--- config.mk ---
export PLATFORM = sky130hd
export DESIGN_NAME = hyper_rx_ctrl
export DESIGN_NICKNAME = d
export VERILOG_FILES = /design/src/rtl/hyper_rx_ctrl.sv
export SDC_FILE = /design/constraint.sdc
export NUM_CORES = 1
export LEC_CHECK = 0
export BUFFER_PORTS_ARGS = -buffer_cell sky130_fd_sc_hd__buf_2
export CAP_MARGIN = 20
export CORE_ASPECT_RATIO = 0.9
export CORE_UTILIZATION = 53
export DETAILED_ROUTE_END_ITERATION = 16
export PLACE_DENSITY = 0.76
export RECOVER_POWER = 25
export SETUP_SLACK_MARGIN = 0.5
export SLEW_MARGIN = 15
export SYNTH_ARGS = -nofsm -noshare
export SYNTH_HDL_FRONTEND = slang
export SYNTH_SLANG_ARGS = --single-unit
--- constraint.sdc ---
create_clock -name clk_i -period 2.1 [get_ports clk_i]
set_clock_uncertainty 0.05 [all_clocks]
set_input_delay 0.42 -clock clk_i [delete_from_list [all_inputs] [get_ports clk_i]]
set_output_delay 0.42 -clock clk_i [all_outputs]
set_load 0.005 [all_outputs]
--- src/rtl/hyper_rx_ctrl.sv ---
// HyperBus read-data capture sequencer.
// Waits out the initial latency after a read command, enables the DDR capture
// stage, counts strobed 16-bit words into a small FIFO toward the system side,
// and reports a strobe timeout or a FIFO overflow as sticky error flags.
module hyper_rx_ctrl #(
    parameter int unsigned FIFO_DEPTH = 4,
    parameter int unsigned LEN_W      = 8,
    parameter int unsigned LAT_W      = 5,
    parameter int unsigned TIMEOUT    = 32
) (
    input  logic             clk_i,
    input  logic             rst_ni,
    input  logic             cmd_valid_i,
    output logic             cmd_ready_o,
    input  logic [LEN_W-1:0] cmd_len_i,
    input  logic [LAT_W-1:0] cmd_lat_i,
    output logic             rx_en_o,
    input  logic             rx_valid_i,
    input  logic [15:0]      rx_data_i,
    output logic [15:0]      rdata_o,
    output logic             rdata_valid_o,
    input  logic             rdata_ready_i,
    output logic             rdata_last_o,
    output logic             busy_o,
    output logic             done_o,
    output logic             err_timeout_o,
    output logic             err_overflow_o
);

    localparam int unsigned AW = $clog2(FIFO_DEPTH);
    localparam int unsigned PW = AW + 1;
    localparam int unsigned TW = $clog2(TIMEOUT + 1);

    typedef enum logic [1:0] {
        S_IDLE     = 2'd0,
        S_WAIT_LAT = 2'd1,
        S_RECV     = 2'd2,
        S_FINISH   = 2'd3
    } state_e;

    state_e           state_q, state_d;
    logic [LEN_W-1:0] len_q, len_d;
    logic [LAT_W-1:0] lat_cnt_q, lat_cnt_d;
    logic [LEN_W:0]   word_cnt_q, word_cnt_d;
    logic [TW-1:0]    to_cnt_q, to_cnt_d;
    logic             err_to_q, err_to_d;
    logic             err_ovf_q, err_ovf_d;

    logic [PW-1:0]    wr_ptr_q, wr_ptr_d;
    logic [PW-1:0]    rd_ptr_q, rd_ptr_d;
    logic [15:0]      mem_data_q [FIFO_DEPTH];
    logic             mem_last_q [FIFO_DEPTH];

    logic             fifo_empty_s;
    logic             fifo_full_s;
    logic             fifo_rd_s;
    logic             fifo_wr_s;
    logic             wr_last_s;

    // Wrap-bit pointer compare: equal pointers mean empty, equal index with
    // differing wrap bit means full.
    assign fifo_empty_s = (wr_ptr_q == rd_ptr_q);
    assign fifo_full_s  = (wr_ptr_q[AW] != rd_ptr_q[AW]) &&
                          (wr_ptr_q[AW-1:0] == rd_ptr_q[AW-1:0]);
    assign fifo_rd_s    = !fifo_empty_s && rdata_ready_i;

    // Next-state logic: latency countdown, word/timeout counting, error capture.
    always_comb begin
        state_d    = state_q;
        len_d      = len_q;
        lat_cnt_d  = lat_cnt_q;
        word_cnt_d = word_cnt_q;
        to_cnt_d   = to_cnt_q;
        err_to_d   = err_to_q;
        err_ovf_d  = err_ovf_q;
        fifo_wr_s  = 1'b0;
        wr_last_s  = 1'b0;

        case (state_q)
            S_IDLE: begin
                if (cmd_valid_i) begin
                    state_d    = S_WAIT_LAT;
                    len_d      = cmd_len_i;
                    lat_cnt_d  = cmd_lat_i;
                    word_cnt_d = '0;
                    to_cnt_d   = '0;
                    err_to_d   = 1'b0;
                    err_ovf_d  = 1'b0;
                end else begin
                    state_d = S_IDLE;
                end
            end

            S_WAIT_LAT: begin
                // Strobes are ignored here; the capture stage is not enabled yet.
                if (lat_cnt_q == '0) begin
                    state_d  = S_RECV;
                    to_cnt_d = '0;
                end else begin
                    lat_cnt_d = lat_cnt_q - LAT_W'(1);
                end
            end

            S_RECV: begin
                if (rx_valid_i) begin
                    word_cnt_d = word_cnt_q + (LEN_W + 1)'(1);
                    to_cnt_d   = '0;
                    wr_last_s  = (word_cnt_q == {1'b0, len_q});
                    // A read in the same cycle frees a slot, so a full FIFO
                    // can still take the word.
                    if (!fifo_full_s || fifo_rd_s) begin
                        fifo_wr_s = 1'b1;
                    end else begin
                        err_ovf_d = 1'b1;
                    end
                    if (wr_last_s) begin
                        state_d = S_FINISH;
                    end else begin
                        state_d = S_RECV;
                    end
                end else if (to_cnt_q == TW'(TIMEOUT - 1)) begin
                    err_to_d = 1'b1;
                    state_d  = S_FINISH;
                end else begin
                    to_cnt_d = to_cnt_q + TW'(1);
                end
            end

            S_FINISH: begin
                state_d = S_IDLE;
            end

            default: begin
                state_d = S_IDLE;
            end
        endcase
    end

    // Control state and counter registers.
    always_ff @(posedge clk_i or negedge rst_ni) begin
        if (!rst_ni) begin
            state_q    <= S_IDLE;
            len_q      <= '0;
            lat_cnt_q  <= '0;
            word_cnt_q <= '0;
            to_cnt_q   <= '0;
            err_to_q   <= 1'b0;
            err_ovf_q  <= 1'b0;
        end else begin
            state_q    <= state_d;
            len_q      <= len_d;
            lat_cnt_q  <= lat_cnt_d;
            word_cnt_q <= word_cnt_d;
            to_cnt_q   <= to_cnt_d;
            err_to_q   <= err_to_d;
            err_ovf_q  <= err_ovf_d;
        end
    end

    // FIFO pointer advance.
    always_comb begin
        wr_ptr_d = wr_ptr_q;
        rd_ptr_d = rd_ptr_q;
        if (fifo_wr_s) begin
            wr_ptr_d = wr_ptr_q + PW'(1);
        end else begin
            wr_ptr_d = wr_ptr_q;
        end
        if (fifo_rd_s) begin
            rd_ptr_d = rd_ptr_q + PW'(1);
        end else begin
            rd_ptr_d = rd_ptr_q;
        end
    end

    // FIFO pointer registers.
    always_ff @(posedge clk_i or negedge rst_ni) begin
        if (!rst_ni) begin
            wr_ptr_q <= '0;
            rd_ptr_q <= '0;
        end else begin
            wr_ptr_q <= wr_ptr_d;
            rd_ptr_q <= rd_ptr_d;
        end
    end

    // FIFO storage; cleared on reset so the head outputs start at zero.
    always_ff @(posedge clk_i or negedge rst_ni) begin
        if (!rst_ni) begin
            for (int i = 0; i < int'(FIFO_DEPTH); i++) begin
                mem_data_q[i] <= 16'h0000;
                mem_last_q[i] <= 1'b0;
            end
        end else if (fifo_wr_s) begin
            mem_data_q[wr_ptr_q[AW-1:0]] <= rx_data_i;
            mem_last_q[wr_ptr_q[AW-1:0]] <= wr_last_s;
        end
    end

    assign cmd_ready_o    = (state_q == S_IDLE);
    assign busy_o         = (state_q != S_IDLE);
    assign rx_en_o        = (state_q == S_RECV);
    assign done_o         = (state_q == S_FINISH);
    assign err_timeout_o  = err_to_q;
    assign err_overflow_o = err_ovf_q;
    assign rdata_valid_o  = !fifo_empty_s;
    assign rdata_o        = mem_data_q[rd_ptr_q[AW-1:0]];
    assign rdata_last_o   = mem_last_q[rd_ptr_q[AW-1:0]] && !fifo_empty_s;

endmodule

# == After elaboration in Yosys (flattened, before gate mapping) ==
# Cells that the tools add are included.
# totals
register_bits,106
in_bits,34
out_inout_bits,24
word_cells,105
# classes
magnitude_cmp,3
reduce_logical,20
n_eq_ne,17
bitwise,2
add_sub_neg,5
n_mux,41
# op_table
operator,count
64-bit bitwise mux,1
16-bit two-way mux,3
16-bit binary-select mux with 2-bit select,1
16-bit demux with 2-bit select,1
6-bit two-way mux,4
9-bit two-way mux,2
6-bit case mux with 3 select lines,1
9-bit case mux with 2 select lines,1
1-bit two-way mux,15
4-bit AND reduction,3
5-bit two-way mux,2
2-bit != test (second input constant),5
5-bit case mux with 2 select lines,1
9-bit by 1-bit adder with 9-bit output (second input constant),1
9-bit by 8-bit == test with 1-bit output,1
2-bit case mux with 4 select lines,1
3-bit by 1-bit adder with 3-bit output (second input constant),2
6-bit by 1-bit adder with 6-bit output (second input constant),1
6-bit by 5-bit == test with 1-bit output (second input constant),1
3-bit >= comparator (second input constant),2
2-bit two-way mux,3
2-bit inverter with 3-bit output,2
3-bit AND reduction,2
2-bit nonzero test,3
21 further kinds,29

# == Logic depth before layout (Yosys ltp) ==
# Gate-level depths: netlist of the first run.
# logic_depth
depth_word,7
mapped_depth,8
depth_no_buf,6

# == Worst setup path before layout of the first run ==
# OpenSTA, ideal clock, no wires.
# synth_path
path_kind,register to register
from,register lat_cnt_q[0]
to,register to_cnt_q[3]
synth_period_minus_slack_ns,2.262
path_buffers,1
path_stages_with_launch,8
path_slack_ns,-0.162
arrival_time_ns,2.134
setup_ns,0.077
required_ns,1.973
cell_sequence,dfrtp_1 > inv_1 > ha_1 > or4b_4 > a211o_1 > buf_6 > or4_1 > a21oi_1
# synth_via
elab_chain_cells,3
# synth_lines
item,line_no,source
start: declaration,43,"logic [LAT_W-1:0] lat_cnt_q, lat_cnt_d;"
start signal: assignment,152,lat_cnt_q <= lat_cnt_d;
5-bit zero test,96,if (lat_cnt_q == '0) begin
2-bit != test (no line),-,
4-bit AND reduction (no line),-,
end signal: assignment,154,to_cnt_q <= to_cnt_d;
end: declaration,45,"logic [TW-1:0] to_cnt_q, to_cnt_d;"
# No other way between the ends.
# A chain may end at the register's enable or synchronous reset.

# == Worst setup path after layout of the first run ==
# Ends and elaborated chain as after synthesis.

==> results.tsv, run 1 <==
stage	metric	value	unit
status	status	complete, but fails checks	
status	violated checks	negative setup slack	
placed_design	RePlAce Congestion	0.8616	
floorplan	Initial Util	0.5545	
synthesis	Synth Area in Simple Gates	0.08404	
clock_network	CTS Buffer Depth	2	
synthesis	Compound-Gate Fraction of Synth Area	0.05854	
setup_path	CP required	2370	ps
global_route	vias in the first global route	4404	
timing	sum of negative setup slack	-4408	ps
synthesis	cell count after synthesis	393	
cells_and_area	ant diodes	0	
floorplan	core box area	9290	µm²
synthesis	area share of the largest cell type after synthesis	0.5149	
synthesis	adder-cell share of the synthesized area	0.03158	
drt	via count	4264	
synthesis	Unique masters post-synth	47	
power	total power	12.87	mW
clock_network	clk_lat worst skew	400	ps
cells_and_area	filler cell count	403	
drt	routed length per placed instance	26.65	µm
synthesis	post-synthesis cell area	5151	µm²
global_route	antenna violations before repair	0	
synthesis	warnings from Yosys	0	
timing	final hold slack	211.6	ps
setup_path	startpoint type of the worst setup path	register	
cells_and_area	Finished Layout Cells	678	
cells_and_area	share of layout cells above drive strength 1	0.6403	
floorplan	Ports	58	
placed_design	port bufs	57	
clock_network	CTS Root Cell	clkbuf_8	
power	leakage	3.599	nW
drt	1st-pass router iterations	5	
global_route	total gr overflow	0	
global_route	first-pass GRT wire length	24.09	mm
clock_network	CTS tree	built	
power	Cell Pwr Density	1614	nW/µm²
floorplan	row cnt	33	
synthesis	ranking of synthesized cells by area	dfrtp_1 51%, mux2_2 16%, mux4_2 7.4%	
setup_path	Worst Path Max Fanout	5	
clock_network	Inserted Clock Buffers	9	
power	worst vdd ir	0.0009398	V
timing	Worst Slack Setup Final	-120.3	ps
timing	Fin. Hold Viols	0	
global_route	Total GRT Usage	0.3276	
synthesis	Post-synth EDFFs	0	
placed_design	Post-Place Setup Slack	-45.80	ps
setup_path	Worst Setup End Kind	register	
global_route	largest net degree at the start of global routing	42	
clock_network	CTS sink cnt	106	
synthesis	mux contribution to synthesized area	0.2519	
drt	Routed Antenna Nets	0	
synthesis	top-count cell post-synth	dfrtp_1	
synthesis	biggest area consumer among synthesized cells	dfrtp_1	
placed_design	placed insts	575	
synthesis	Commonest cells post-synth	106 x dfrtp_1, 75 x mux2_2, 17 x mux4_2	
timing	worst slew pin tran	885.3	ps
setup_path	crit path DAT	2490	ps
synthesis	flops & latches, synth	106	
placed_design	DP HPWL	7.492	mm
synthesis	ys flop type	dfrtp_1	
cells_and_area	synthesis-to-layout area growth	54.77	%
timing	RSZ-0062 raised after global routing	yes	
placed_design	Area after DPL	5984	µm²
timing	final slew viol count	0	
clock_network	H-Tree Depth	3	
timing	fin crit share	1.057	
cells_and_area	Final nets	598	
synthesis	asr flop ratio synth	1.000	
synthesis	main combinational cell family by area after synthesis	multiplexers	
drt	# DRC	0	
drt	vias per cell	6.289	
cells_and_area	Core Util, Final	0.8582	
floorplan	Die Wd	105.9	µm
synthesis	Avg Inst Size Synth	13.11	µm²
cells_and_area	Design Area, Final	7973	µm²
clock_network	clock slew at reported path FFs	100	ps
timing	Slew headroom	0.4098	
run	max-capacitance violation count	0	
timing	Tmin final	2220	ps
setup_path	critical path class	register to register	
synthesis	XOR/XNOR share of the synthesized area	0.03231	
synthesis	sequential-to-total area share from yosys stat	0.5149	
timing	endpoints failing setup	69	
drt	initial DRC count	184	
drt	WL final	18.07	mm
synthesis	Synthesized Nets	440	
timing	Fmax achieved	450.4	MHz
min_path	Worst Hold Class	input port to register	
floorplan	DIE HEIGHT	95.53	µm
floorplan	total die area	10120	µm²
[layout make-up]
class / count / area [µm²] / share of cell area
clock inverter: 4 / 98.84 / 0.01240
timing repair buffer: 160 / 1604 / 0.2012
sequential: 106 / 2659 / 0.3335
clock buffer: 12 / 145.1 / 0.01820
multi-input combinational: 260 / 3244 / 0.4069
inverter: 14 / 68.82 / 0.008632
tap: 122 / 152.6 / 0.01915
[power by group]
part	leakage [nW]	internal [mW]	switching [mW]
Clock	0.121	0.829	0.735
Combinational	2.16	4.40	3.24
Sequential	1.31	2.93	0.734
[sequential cells by signal (all words and copies together), names as in the netlist]
name,flops
mem_last_q,4
word_cnt_q,9
err_overflow_o,1
state_q,2
len_q,8
wr_ptr_q,3
lat_cnt_q,5
err_timeout_o,1
rd_ptr_q,3
to_cnt_q,6
mem_data_q,64
[kinds of logic (layout without fill, tap and decap cells)]
group | after synthesis | in the layout
buffers and inverters | 32 | 190
DFF | 106 | 106
muxes | 99 | 99
xor gates and xnor gates | 19 | 19
AOI/OAI and AO/OA | 43 | 44
adders and majority gates | 13 | 13
and+or+nand+nor | 81 | 85
[path summary, 6_finish.rpt]
kind                                            start                    endpoint  slack [ps]  cells past startpoint
setup / recovery             lat_cnt_q[0]$_DFFE_PN0P_     to_cnt_q[3]$_DFFE_PN0P_        -120                      6
hold / removal                           cmd_len_i[6]        len_q[6]$_DFFE_PN0P_         210                      2
setup reg to reg             lat_cnt_q[0]$_DFFE_PN0P_     to_cnt_q[3]$_DFFE_PN0P_        -120                      6
hold reg to reg            mem_data_q[26]$_DFFE_PN0P_  mem_data_q[26]$_DFFE_PN0P_         470                      1
max in group asynchronous                      rst_ni  mem_data_q[60]$_DFFE_PN0P_         320                      3
min in group asynchronous                      rst_ni  mem_data_q[22]$_DFFE_PN0P_         620                      2
[what timing repair did]
action | 4_1_cts | 5_1_grt
hold endpoints to repair | 31 | 0
pin swaps | 19 | 20
hold buffers | 1 | 0
endpoints found under the setup margin | 124 | 128
buffers inserted | 49 | 26
gates resized for setup | 143 | 62
gates cloned | 10 | 1
[worst max-delay path, cell delays in order (launching register included)]
cell and delay (ps):
dfrtp_1 400, inv_2 90, ha_4 130, or4b_4 500, a211o_4 390, or4_4 430
a21oi_2 160
[routing by layer]
layer / part of all wire / track usage / vias up
met3: 0.062 / 0.06494 / 59
met1: 0.37 / 0.3757 / 2229
li1: - / - / 1769
met4: 0.049 / 0.1690 / 0
met5: 0 / 0 / -
met2: 0.52 / 0.5882 / 207
[cell usage in the layout, fill, tap and decap left out, drive strengths merged, types with 2 or more instances in the layout]
cell,instances
o21ai,9
mux2,75
dfrtp,106
clkinv,2
or3,4
buf,156
clkbuf,15
a21oi,9
nand3,15
o31ai,7
nor4b,2
o21bai,3
nand2,17
nor3b,2
a211o,3
nor2b,3
xor2,3
o211ai,2
bufinv,3
mux2i,7
nor3,7
nand2b,5
nor2,14
ha,13
mux4,17
xnor2,16
nand4,6
or4,4
inv,12
No activity file was read; power rests on OpenSTA's default activity.
==> run 2, diff against run 1 <==
==> constraint.sdc (replaced) <==
create_clock -name clk_i -period 2.1 [get_ports clk_i]
set_clock_uncertainty 0.05 [all_clocks]
set_input_delay 0.105 -clock clk_i [delete_from_list [all_inputs] [get_ports clk_i]]
set_output_delay 0.105 -clock clk_i [all_outputs]
set_load 0.005 [all_outputs]
==> results.tsv, run 2 (same netlist as run 1, synthesis figures left out) <==
stage	metric	value	unit	change
floorplan	total die area	10120	µm²	unchanged
cells_and_area	Reg area	2659	µm²	unchanged
floorplan	Die Wd	105.9	µm	unchanged
global_route	first-pass GRT wire length	21.38	mm	-11%
min_path	Worst Hold Class	input port to register		
status	violated checks	negative setup slack		
cells_and_area	max FFs per register	64		unchanged
placed_design	RePlAce Congestion	0.8541		-0.87%
cells_and_area	Regs by FF count	mem_data_q: 64 flops, word_cnt_q: 9 flops, len_q: 8 flops		
timing	Worst Slack Setup Final	-9.492	ps	+110.8 ps
timing	Fmax achieved	474.0	MHz	+5.3%
timing	Slew headroom	0.3501		-0.05972
setup_path	CP required	2360	ps	about the same
floorplan	row cnt	33		unchanged
global_route	total gr overflow	0		unchanged
setup_path	critical path class	register to register		
setup_path	Worst Setup End Kind	register		
setup_path	startpoint type of the worst setup path	register		
timing	worst slew pin tran	974.9	ps	+89.58 ps
cells_and_area	Core Util, Final	0.8432		-0.01495
timing	Fin. Hold Viols	0		unchanged
global_route	Total GRT Usage	0.2810		-0.04652
setup_path	crit path DAT	2370	ps	-120 ps
drt	# DRC	0		unchanged
clock_network	CTS Buffer Depth	2		unchanged
drt	1st-pass router iterations	4		-1
cells_and_area	commonest non-fill, non-tap cell in the layout	dfrtp_1		
cells_and_area	largest register by flop count	mem_data_q		
floorplan	Initial Util	0.5545		unchanged
cells_and_area	share of layout cells above drive strength 1	0.5658		-0.07452
global_route	antenna violations before repair	0		unchanged
cells_and_area	area of the multi-input gates	3281	µm²	+1.1%
floorplan	core box area	9290	µm²	unchanged
floorplan	Ports	58		unchanged
timing	final slew viol count	0		unchanged
placed_design	Post-Place Setup Slack	-39.15	ps	+6.652 ps
power	worst vdd ir	0.0009076	V	-3.4%
power	Cell Pwr Density	1496	nW/µm²	-7.3%
cells_and_area	synthesis-to-layout area growth	52.08	%	
drt	routed length per placed instance	22.19	µm	-17%
timing	endpoints failing setup	1		-99%
global_route	vias in the first global route	4129		-6.2%
clock_network	Inserted Clock Buffers	9		unchanged
cells_and_area	ant diodes	0		unchanged
clock_network	clock slew at reported path FFs	90	ps	about the same
drt	vias per cell	5.959		-5.3%
clock_network	H-Tree Depth	3		unchanged
placed_design	port bufs	57		unchanged
status	status	complete, but fails checks		
clock_network	CTS sink cnt	106		unchanged
floorplan	DIE HEIGHT	95.53	µm	unchanged
run	max-capacitance violation count	0		unchanged
placed_design	DP HPWL	6.906	mm	-7.8%
cells_and_area	most frequent cells in the layout	101 x dfrtp_1, 75 x mux2_4, 48 x buf_2		
clock_network	CTS tree	built		
cells_and_area	filler cell count	399		-0.99%
clock_network	clk_lat worst skew	390	ps	about the same
cells_and_area	Final nets	597		-0.17%
drt	Routed Antenna Nets	0		unchanged
setup_path	R2R depth	6		unchanged
setup_path	Worst Path Max Fanout	6		+1
timing	Tmin final	2109	ps	-110.8 ps
drt	via count	4034		-5.4%
drt	initial DRC count	208		+13%
clock_network	CTS Root Cell	clkbuf_8		
drt	WL final	15.02	mm	-17%
timing	RSZ-0062 raised after global routing	yes		
timing	fin crit share	1.005		-0.05278
power	leakage	3.616	nW	+0.47%
global_route	largest net degree at the start of global routing	71		+69%
min_path	cell depth of the worst hold path	4		+2
==> run 2: cell count changes in the layout (fill, tap and decap cells not counted), sizes merged <==
cell         before  now
buf             156  126
dlygate4sd3       1   29
bufinv            3    0
nand2            17   20
inv              12   14
a211o             3    2
clkbuf           15   14
clkinv            2    3
==> run 2: cell type report <==
cell class | instances | area share
Clock inverter | 4 | 0.003354
Multi-Input combinational cell | 262 | 0.4188
Inverter | 14 | 0.007347
Sequential cell | 106 | 0.3394
Clock buffer | 12 | 0.01981
Tap cell | 122 | 0.01949
Timing Repair Buffer | 157 | 0.1918
==> run 2: critical path, stage by stage, from the launching register on <==
cell     delay, ps
dfrtp_1        400
inv_2           80
ha_4           120
or4b_4         460
a211o_4        370
or4_4          420
a21oi_2        130
==> run 2: metrics by stage <==
step	area [µm²]	total power [mW]	std cells	setup TNS (ps)	hold slack, ps
after global routing	7834	12.26	677	-321.8	173.4
final	7834	11.72	677	-9.492	144.7
after CTS	7138	10.05	659	0	116.5
after floorplan	5487	6.546	393	0	-240.6
after global placement	5886	7.385	569	0	104.1
after detailed placement	5886	7.602	569	-39.15	105.5
==> run 2: what timing repair did <==
item / CTS / global route
pin swaps: 9 / 18
hold endpoints to repair: 183 / 0
cloned: 10 / 0
hold buffers: 29 / 0
endpoints found under the setup margin: 118 / 124
resized for setup: 51 / 141
buffers inserted: 35 / 18
==> run 2: layer usage <==
| layer | routed length [µm] | track usage |
|---|---|---|
| met5 | 0 | 0 |
| met4 | 291 | 0.1030 |
| met3 | 628 | 0.06152 |
| met2 | 7935 | 0.4984 |
| met1 | 6165 | 0.3406 |
==> run 2: worst paths after layout <==
kind                                      startpoint  slack [ps]                   endpoint
min in group asynchronous                     rst_ni         270  mem_data_q[0]$_DFFE_PN0P_
min reg2reg                mem_data_q[9]$_DFFE_PN0P_         460  mem_data_q[9]$_DFFE_PN0P_
max reg2reg                 lat_cnt_q[1]$_DFFE_PN0P_          -9    to_cnt_q[3]$_DFFE_PN0P_
min                                     cmd_lat_i[2]         140   lat_cnt_q[2]$_DFFE_PN0P_
max in group asynchronous                     rst_ni         830    rd_ptr_q[1]$_DFFE_PN0P_
max                         lat_cnt_q[1]$_DFFE_PN0P_          -9    to_cnt_q[3]$_DFFE_PN0P_
==> run 2: power by group <==
| group | total, mW | internal (mW) | switching [mW] |
|---|---|---|---|
| Clock | 1.20 | 0.495 | 0.705 |
| Sequential | 3.66 | 2.94 | 0.727 |
| Combinational | 6.86 | 4.09 | 2.77 |
